File: config.mk
export PLATFORM = sky130hd
export DESIGN_NAME = fb_frame_ctrl
export DESIGN_NICKNAME = d
export VERILOG_FILES = /design/src/rtl/fb_pkg.sv /design/src/rtl/fb_rd_skid.sv /design/src/rtl/fb_frame_ctrl.sv
export SDC_FILE = /design/constraint.sdc
export NUM_CORES = 1
export LEC_CHECK = 0
export BUFFER_PORTS_ARGS = -buffer_cell sky130_fd_sc_hd__buf_4
export CELL_PAD_IN_SITES_DETAIL_PLACEMENT = 0
export CELL_PAD_IN_SITES_GLOBAL_PLACEMENT = 2
export CORE_MARGIN = 3
export CORE_UTILIZATION = 29
export CTS_CLUSTER_SIZE = 10
export DETAILED_ROUTE_END_ITERATION = 8
export PLACE_DENSITY = 0.71
export SLEW_MARGIN = 20
export SYNTH_ARGS = -nofsm -noshare
export SYNTH_HDL_FRONTEND = slang
export SYNTH_HIERARCHICAL = 1
export SYNTH_SLANG_ARGS = --single-unit
File: constraint.sdc
create_clock -name clk -period 4 [get_ports clk]
set_input_delay 0.2 -clock clk [delete_from_list [all_inputs] [get_ports clk]]
set_output_delay 0.2 -clock clk [all_outputs]
set_load 0.005 [all_outputs]
File: src/rtl/fb_pkg.sv
// fb_pkg: shared state type, frame geometry defaults and colour-bar table
// for the frame-buffer controller.
package fb_pkg;

    typedef enum logic [1:0] {
        IDLE,
        ARM,
        CAPTURE,
        RD_RUN
    } fb_state_t;

    localparam int FB_H_ACTIVE = 640;
    localparam int FB_V_ACTIVE = 480;
    localparam int FB_ADDR_W   = 19;
    localparam int FB_PIX_W    = 12;
    localparam int FB_PIXELS   = FB_H_ACTIVE * FB_V_ACTIVE;

    // Bar 0 sits in the low 12 bits: FFF,FF0,0FF,0F0,F0F,F00,00F,000
    localparam logic [95:0] FB_BARS = {
        12'h000, 12'h00F, 12'hF00, 12'hF0F,
        12'h0F0, 12'h0FF, 12'hFF0, 12'hFFF
    };

    function automatic logic [11:0] bar_rgb(input logic [2:0] idx);
        return FB_BARS[idx*12 +: 12];
    endfunction

endpackage

File: src/rtl/fb_rd_skid.sv
// fb_rd_skid: 2-entry skid buffer turning 1-cycle-latency BRAM reads
// into a valid/ready stream; "space" throttles new reads.
module fb_rd_skid
    import fb_pkg::*;
#(
    parameter int PIX_W = FB_PIX_W
) (
    input  logic             clk,
    input  logic             rst_n,
    input  logic             issue,
    input  logic             issue_last,
    input  logic [PIX_W-1:0] din,
    input  logic             rd_ready,
    output logic [PIX_W-1:0] rd_data,
    output logic             rd_valid,
    output logic             rd_last,
    output logic             space
);

    logic             inflight;
    logic             inflight_last;
    logic [1:0]       cnt;
    logic [PIX_W-1:0] buf0;
    logic [PIX_W-1:0] buf1;
    logic             last0;
    logic             last1;
    logic             push;
    logic             pop;
    logic [2:0]       occ;

    assign rd_valid = (cnt != 2'd0);
    assign rd_data  = buf0;
    assign rd_last  = last0 & rd_valid;
    assign push     = inflight;
    assign pop      = rd_valid & rd_ready;

    // Entries that will land in the buffer, net of this cycle's pop
    assign occ   = {1'b0, cnt} + {2'b0, inflight} - {2'b0, pop};
    assign space = (occ < 3'd2);

    always_ff @(posedge clk or negedge rst_n) begin
        if (!rst_n) begin
            inflight      <= 1'b0;
            inflight_last <= 1'b0;
            cnt           <= 2'd0;
            buf0          <= '0;
            buf1          <= '0;
            last0         <= 1'b0;
            last1         <= 1'b0;
        end else begin
            inflight      <= issue;
            inflight_last <= issue & issue_last;
            unique case ({push, pop})
                2'b10: begin
                    if (cnt == 2'd0) begin
                        buf0  <= din;
                        last0 <= inflight_last;
                    end else begin
                        buf1  <= din;
                        last1 <= inflight_last;
                    end
                    cnt <= cnt + 2'd1;
                end
                2'b01: begin
                    buf0  <= buf1;
                    last0 <= last1;
                    cnt   <= cnt - 2'd1;
                end
                2'b11: begin
                    if (cnt == 2'd1) begin
                        buf0  <= din;
                        last0 <= inflight_last;
                    end else begin
                        buf0  <= buf1;
                        last0 <= last1;
                        buf1  <= din;
                        last1 <= inflight_last;
                    end
                end
                default: ;
            endcase
        end
    end

endmodule

File: src/rtl/fb_frame_ctrl.sv
// fb_frame_ctrl: sequences camera capture into the frame BRAM and streams
// the stored frame out. Define FB_TEST_PATTERN_EN to write colour bars.
module fb_frame_ctrl
    import fb_pkg::*;
#(
    parameter int H_ACTIVE = FB_H_ACTIVE,
    parameter int V_ACTIVE = FB_V_ACTIVE,
    parameter int ADDR_W   = FB_ADDR_W,
    parameter int PIX_W    = FB_PIX_W
) (
    input  logic              clk,
    input  logic              rst_n,
    input  logic              cap_req,
    input  logic              cap_continuous,
    input  logic              cam_vsync,
    input  logic              cam_href,
    input  logic              cam_pixel_valid,
    input  logic [PIX_W-1:0]  cam_pixel,
    output logic              bram_write_en,
    output logic              bram_cmos_pixel_valid,
    output logic [ADDR_W-1:0] bram_write_addr,
    output logic [PIX_W-1:0]  bram_data_in,
    input  logic              rd_start,
    output logic              bram_read_en,
    output logic [ADDR_W-1:0] bram_read_addr,
    input  logic [PIX_W-1:0]  bram_data_out,
    output logic [PIX_W-1:0]  rd_data,
    output logic              rd_valid,
    input  logic              rd_ready,
    output logic              rd_last,
    output logic              frame_valid,
    output logic              frame_done,
    output logic              busy,
    output logic              line_err
);

    localparam logic [ADDR_W-1:0] H_W    = ADDR_W'(H_ACTIVE);
    localparam logic [ADDR_W-1:0] V_W    = ADDR_W'(V_ACTIVE);
    localparam logic [ADDR_W-1:0] LAST_A = ADDR_W'(H_ACTIVE * V_ACTIVE - 1);

    fb_state_t         state;
    logic              vsync_q;
    logic              href_q;
    logic [ADDR_W-1:0] row;
    logic [ADDR_W-1:0] col;
    logic              cap_pend;
    logic              rd_pend;
    logic [ADDR_W-1:0] rd_addr;
    logic              rd_iss_done;
    logic              skid_space;
    logic              pix_wr;
    logic              href_fall;
    logic              vsync_fall;
    logic              vsync_rise;
    logic              rd_accept_last;
    logic [PIX_W-1:0]  pix_data;

`ifdef FB_TEST_PATTERN_EN
    logic [ADDR_W-1:0] bar_idx;
    assign bar_idx  = (col * ADDR_W'(8)) / H_W;
    assign pix_data = PIX_W'(bar_rgb(bar_idx[2:0]));
`else
    assign pix_data = cam_pixel;
`endif

    assign busy           = (state != IDLE);
    assign pix_wr         = cam_href & cam_pixel_valid & (col < H_W) & (row < V_W);
    assign href_fall      = href_q & ~cam_href;
    assign vsync_fall     = vsync_q & ~cam_vsync;
    assign vsync_rise     = ~vsync_q & cam_vsync;
    assign rd_accept_last = rd_valid & rd_ready & rd_last;
    assign bram_read_en   = (state == RD_RUN) & ~rd_iss_done & skid_space;
    assign bram_read_addr = rd_addr;

    fb_rd_skid #(
        .PIX_W(PIX_W)
    ) u_skid (
        .clk       (clk),
        .rst_n     (rst_n),
        .issue     (bram_read_en),
        .issue_last(rd_addr == LAST_A),
        .din       (bram_data_out),
        .rd_ready  (rd_ready),
        .rd_data   (rd_data),
        .rd_valid  (rd_valid),
        .rd_last   (rd_last),
        .space     (skid_space)
    );

    always_ff @(posedge clk or negedge rst_n) begin
        if (!rst_n) begin
            state                 <= IDLE;
            vsync_q               <= 1'b0;
            href_q                <= 1'b0;
            row                   <= '0;
            col                   <= '0;
            cap_pend              <= 1'b0;
            rd_pend               <= 1'b0;
            rd_addr               <= '0;
            rd_iss_done           <= 1'b0;
            bram_write_en         <= 1'b0;
            bram_cmos_pixel_valid <= 1'b0;
            bram_write_addr       <= '0;
            bram_data_in          <= '0;
            frame_valid           <= 1'b0;
            frame_done            <= 1'b0;
            line_err              <= 1'b0;
        end else begin
            vsync_q               <= cam_vsync;
            href_q                <= cam_href;
            bram_write_en         <= 1'b0;
            bram_cmos_pixel_valid <= 1'b0;
            frame_done            <= 1'b0;
            unique case (state)
                IDLE: begin
                    if ((rd_start | rd_pend) & frame_valid) begin
                        state       <= RD_RUN;
                        rd_pend     <= 1'b0;
                        cap_pend    <= cap_pend | cap_req;
                        rd_addr     <= '0;
                        rd_iss_done <= 1'b0;
                    end else begin
                        rd_pend <= 1'b0;
                        if (cap_req | cap_pend) begin
                            state    <= ARM;
                            cap_pend <= 1'b0;
                        end
                    end
                end
                ARM: begin
                    frame_valid <= 1'b0;
                    line_err    <= 1'b0;
                    cap_pend    <= cap_pend | cap_req;
                    rd_pend     <= rd_pend | rd_start;
                    if (vsync_fall) begin
                        state <= CAPTURE;
                        row   <= '0;
                        col   <= '0;
                    end
                end
                CAPTURE: begin
                    cap_pend <= cap_pend | cap_req;
                    rd_pend  <= rd_pend | rd_start;
                    if ((row == V_W) | vsync_rise) begin
                        frame_done  <= 1'b1;
                        frame_valid <= (row == V_W);
                        if (cap_continuous |
                            ((cap_pend | cap_req) & ~(rd_pend | rd_start))) begin
                            state    <= ARM;
                            cap_pend <= 1'b0;
                        end else begin
                            state <= IDLE;
                        end
                    end else begin
                        if (pix_wr) begin
                            bram_write_en         <= 1'b1;
                            bram_cmos_pixel_valid <= 1'b1;
                            // Address from row/col so a bad line never skews the next
                            bram_write_addr       <= row * H_W + col;
                            bram_data_in          <= pix_data;
                            col                   <= col + 1'b1;
                        end
                        if (href_fall & (col != '0)) begin
                            if (col != H_W) line_err <= 1'b1;
                            row <= row + 1'b1;
                            col <= '0;
                        end
                    end
                end
                RD_RUN: begin
                    cap_pend <= cap_pend | cap_req;
                    rd_pend  <= rd_pend | rd_start;
                    if (bram_read_en) begin
                        if (rd_addr == LAST_A) rd_iss_done <= 1'b1;
                        else                   rd_addr     <= rd_addr + 1'b1;
                    end
                    if (rd_accept_last) begin
                        if (cap_pend | cap_req) begin
                            state    <= ARM;
                            cap_pend <= 1'b0;
                        end else begin
                            state <= IDLE;
                        end
                    end
                end
                default: state <= IDLE;
            endcase
        end
    end

endmodule
==> reports/results.ini <==
[outcome]
status=completed

[yosys]
syn-cell-area_um2=7043
syn_inst=722
yosysUniqueCellTypes=61
ys.flop_type=dfrtp_1
syn-num-nets=794
async_reset_ff_share_pct=100.0
yosysSeqAreaShare_pct=45.83
syn_area_per_cell_um2=9.755
synth_edf_count=0
yosysWarnings=6
ys_ff_latch=129

[setup_path]
r2r_end=bram_read_addr[16]$_DFFE_PN0P_
worstPathMaxFanout=6
r2r_setup_slack_ns=0.53
r2r_cells=14
start_kind=register
r2r_start=u_skid/cnt[1]$_DFFE_PN0P_
slowest_delay_ns=0.50
critical_path.startpoint=u_skid/cnt[1]$_DFFE_PN0P_
crit_slowest_cell=a211oi_1
worstPathRequired_ns=4.28
endpoint_kind=register
crit_type=reg -> reg
arrival_ns=3.75
crit_chain=inv_1 -> ha_1 -> and2b_4 -> xnor2_1 -> nor2_1 -> fa_1 -> xnor2_1 -> nor2_1 -> nand4b_1 -> a41o_1 -> a211oi_1 -> nand3_1 -> xor2_1 -> nor2_1
crit_path_frequent_cell=nor2_1

[placed_design]
dp_cells=1126
placed_cell_area_um2=8145
dp_hpwl_um=12390
place.port_buffers=103
place_congestion=0.7652

[clock_tree]
cts.path.max_buffers=2
cts-buffers-inserted=17
tritoncts=built
h-tree-depth=4
cts_root_buf=clkbuf_16
cts_setup_buffers=0
cts.clk_slew.worst_paths_ns=0.07
insertion_delay_ns=0.42
cts.sinks=129

[timing]
max_freq_mhz=288.4
relSlewSlack_pct=25.32
grt_setup_unrepaired=false
finalCritPeriodShare_pct=86.68
tns_ns=0
period_needed_ns=3.467
finalSetupViolCount=0
drv_slew=0
worstMarginPinSlew_ns=1.118
final_hold_viol_count=0
fin_skew_ns=0.01211
hold_ws_ns=0.01800

[routing]
drt_iter0_markers=321
drtPass1Iterations=4
vias_per_cell=4.725
post_drt_wl_per_cell_um=15.21
drcViolationCount=0
num_vias=5542
antenna_left=0
wl_um=17840

[final_layout]
finalNetCount=913
stdcell_area_um2=8914
diodes=0
area_delta_synth_final_pct=26.56
fin_cells=1173
drive_above_1_share_pct=20.49

[global_routing]
track_usage_pct=13.89
grt_pass1_vias=5518
grt_overflow_total=0
grt_pass1_wl_um=29510
grt_antenna_before_repair=0
grt_max_degree=64

[die]
fp.dieArea_um2=26190
rows=56
coreArea_um2=23680
start_util_pct=29.74
die_h_um=161.8
ios=104
fp.dieW_um=161.8

[pwr]
ir_worst_vdd_mv=0.2223
power_mw=4.979
powerDensity_nw_per_um2=558.6
leakage_nw=4.148

[min_path]
hold_depth=2
hold_end=u_skid/rd_data[10]$_DFFE_PN0P_
holdCritPathClass=in -> reg
min_from=bram_data_out[10]

[flow_run]
drv_cap=0

-- cell usage after synthesis (all sizes together) (6+ instances only) --
master / count / share of area, %
dfrtp: 129 / 46
nand2: 103 / 5.5
nor2: 66 / 3.5
xnor2: 41 / 5.1
ha: 36 / 6.4
nand3: 34 / 2.5
o21ai: 27 / 1.9
and2: 26 / 2.3
a21oi: 25 / 1.8
inv: 25 / 1.3
a211oi: 21 / 2.3
buf: 16 / 1.6
a221o: 14 / 2.0
mux2: 14 / 2.2
xor2: 13 / 1.6
and3: 12 / 1.1
clkbuf: 12 / 0.64
nand4: 12 / 1.1
nor3: 8 / 0.57
a21o: 7 / 0.85
nor2b: 6 / 0.57
or4: 6 / 0.64
-- report_power, final --
group          switching [mW]  total, mW  internal (mW)
Clock                   0.639       1.65           1.01
Sequential              0.235       1.84           1.61
Combinational           0.761       1.49          0.726
Total                    1.64       4.98           3.34
-- registers in the layout, summed over array words and instances, names as in the netlist, 2 cells and up --
name,count
bram_write_addr,19
row,19
u_skid/rd_data,12
col,19
u_skid/cnt,2
state,2
bram_data_in,12
u_skid/buf1,12
bram_read_addr,19
-- area by class of cell --
cell class	instances	area (um2)
Clock buffer	19	442.9
Clock inverter	13	175.2
Fill cell	2406	14770
Inverter	25	93.84
Multi-Input combinational cell	540	3572
Sequential cell	129	3228
Tap cell	319	399.1
Timing Repair Buffer	128	1002
-- metrics by stage --
| step | utilization (%) | worst slack, ns |
|---|---|---|
| after CTS | 37.64 | 0.5132 |
| after floorplan | - | 0.8296 |
| after global routing | 37.64 | 0.1737 |
| after global placement | 34.39 | 0.6189 |
| final | 37.64 | 0.5327 |
| after detailed placement | 34.39 | 0.5209 |
-- cell usage in the layout, fill, tap and decap left out, types with 4 or more instances in the layout --
master and instances:
a211oi_1 20, a21o_1 6, a21oi_1 25, a221o_1 14, a31o_2 5, a31oi_1 5
and2_1 25, and3_1 12, buf_4 112, clkbuf_16 17, dfrtp_1 129, dlygate4sd3_1 15
ha_1 36, inv_1 25, inv_6 5, mux2_2 14, nand2_1 103, nand3_1 33
nand4_1 12, nor2_1 66, nor2b_1 5, nor3_1 8, nor4_1 4, o21a_1 4
o21ai_0 22, o21ai_1 5, or4_1 6, xnor2_1 41, xor2_1 13
-- critical path, delay by kind of cell, from the launching register on --
kind                     cells  cell delay [ns]
buffers and inverters        1             0.16
XOR/XNOR                     3             0.51
flip-flops                   1             0.38
AO/OA/AOI/OAI                2             0.76
adder cells (fa/ha/maj)      2             0.70
AND/OR/NAND/NOR              6             0.80
-- what timing repair did --
action,4_1_cts,5_1_grt
hold buffers,15,0
endpoints found under the hold margin,75,0
resized for setup,0,0
-- worst max-delay path by stage --
| stage | endpoint | cells after the start |
|---|---|---|
| after detailed placement | bram_read_addr[16]$_DFFE_PN0P_ | 14 |
| after global routing | bram_read_addr[18]$_DFFE_PN0P_ | 14 |
| after floorplan | bram_write_addr[17]$_DFFE_PN0P_ | 14 |
| final | bram_read_addr[16]$_DFFE_PN0P_ | 14 |
| after CTS | bram_read_addr[16]$_DFFE_PN0P_ | 14 |
| after global placement | bram_read_addr[16]$_DFFE_PN0P_ | 14 |
-- logic make-up (layout without fill, tap and decap cells) --
logic type | after synthesis | after routing | synth area share (%)
XOR/XNOR | 54 | 54 | 6.715
AO/OA/AOI/OAI | 135 | 135 | 13.86
buffers and inverters | 53 | 185 | 3.535
AND/OR/NAND/NOR | 295 | 295 | 20.15
multiplexers | 17 | 17 | 2.665
flip-flops | 129 | 129 | 45.83
adder cells (fa/ha/maj) | 39 | 39 | 7.248
-- layer usage --
metal	up-vias	track usage [%]	routed length [um]
met5	-	0	0
li1	2798	-	-
met1	2654	19.27	8866
met3	9	2.576	546
met2	81	22.43	8301
met4	0	3.606	127
Note: power is estimated with default switching activity, not from simulation.
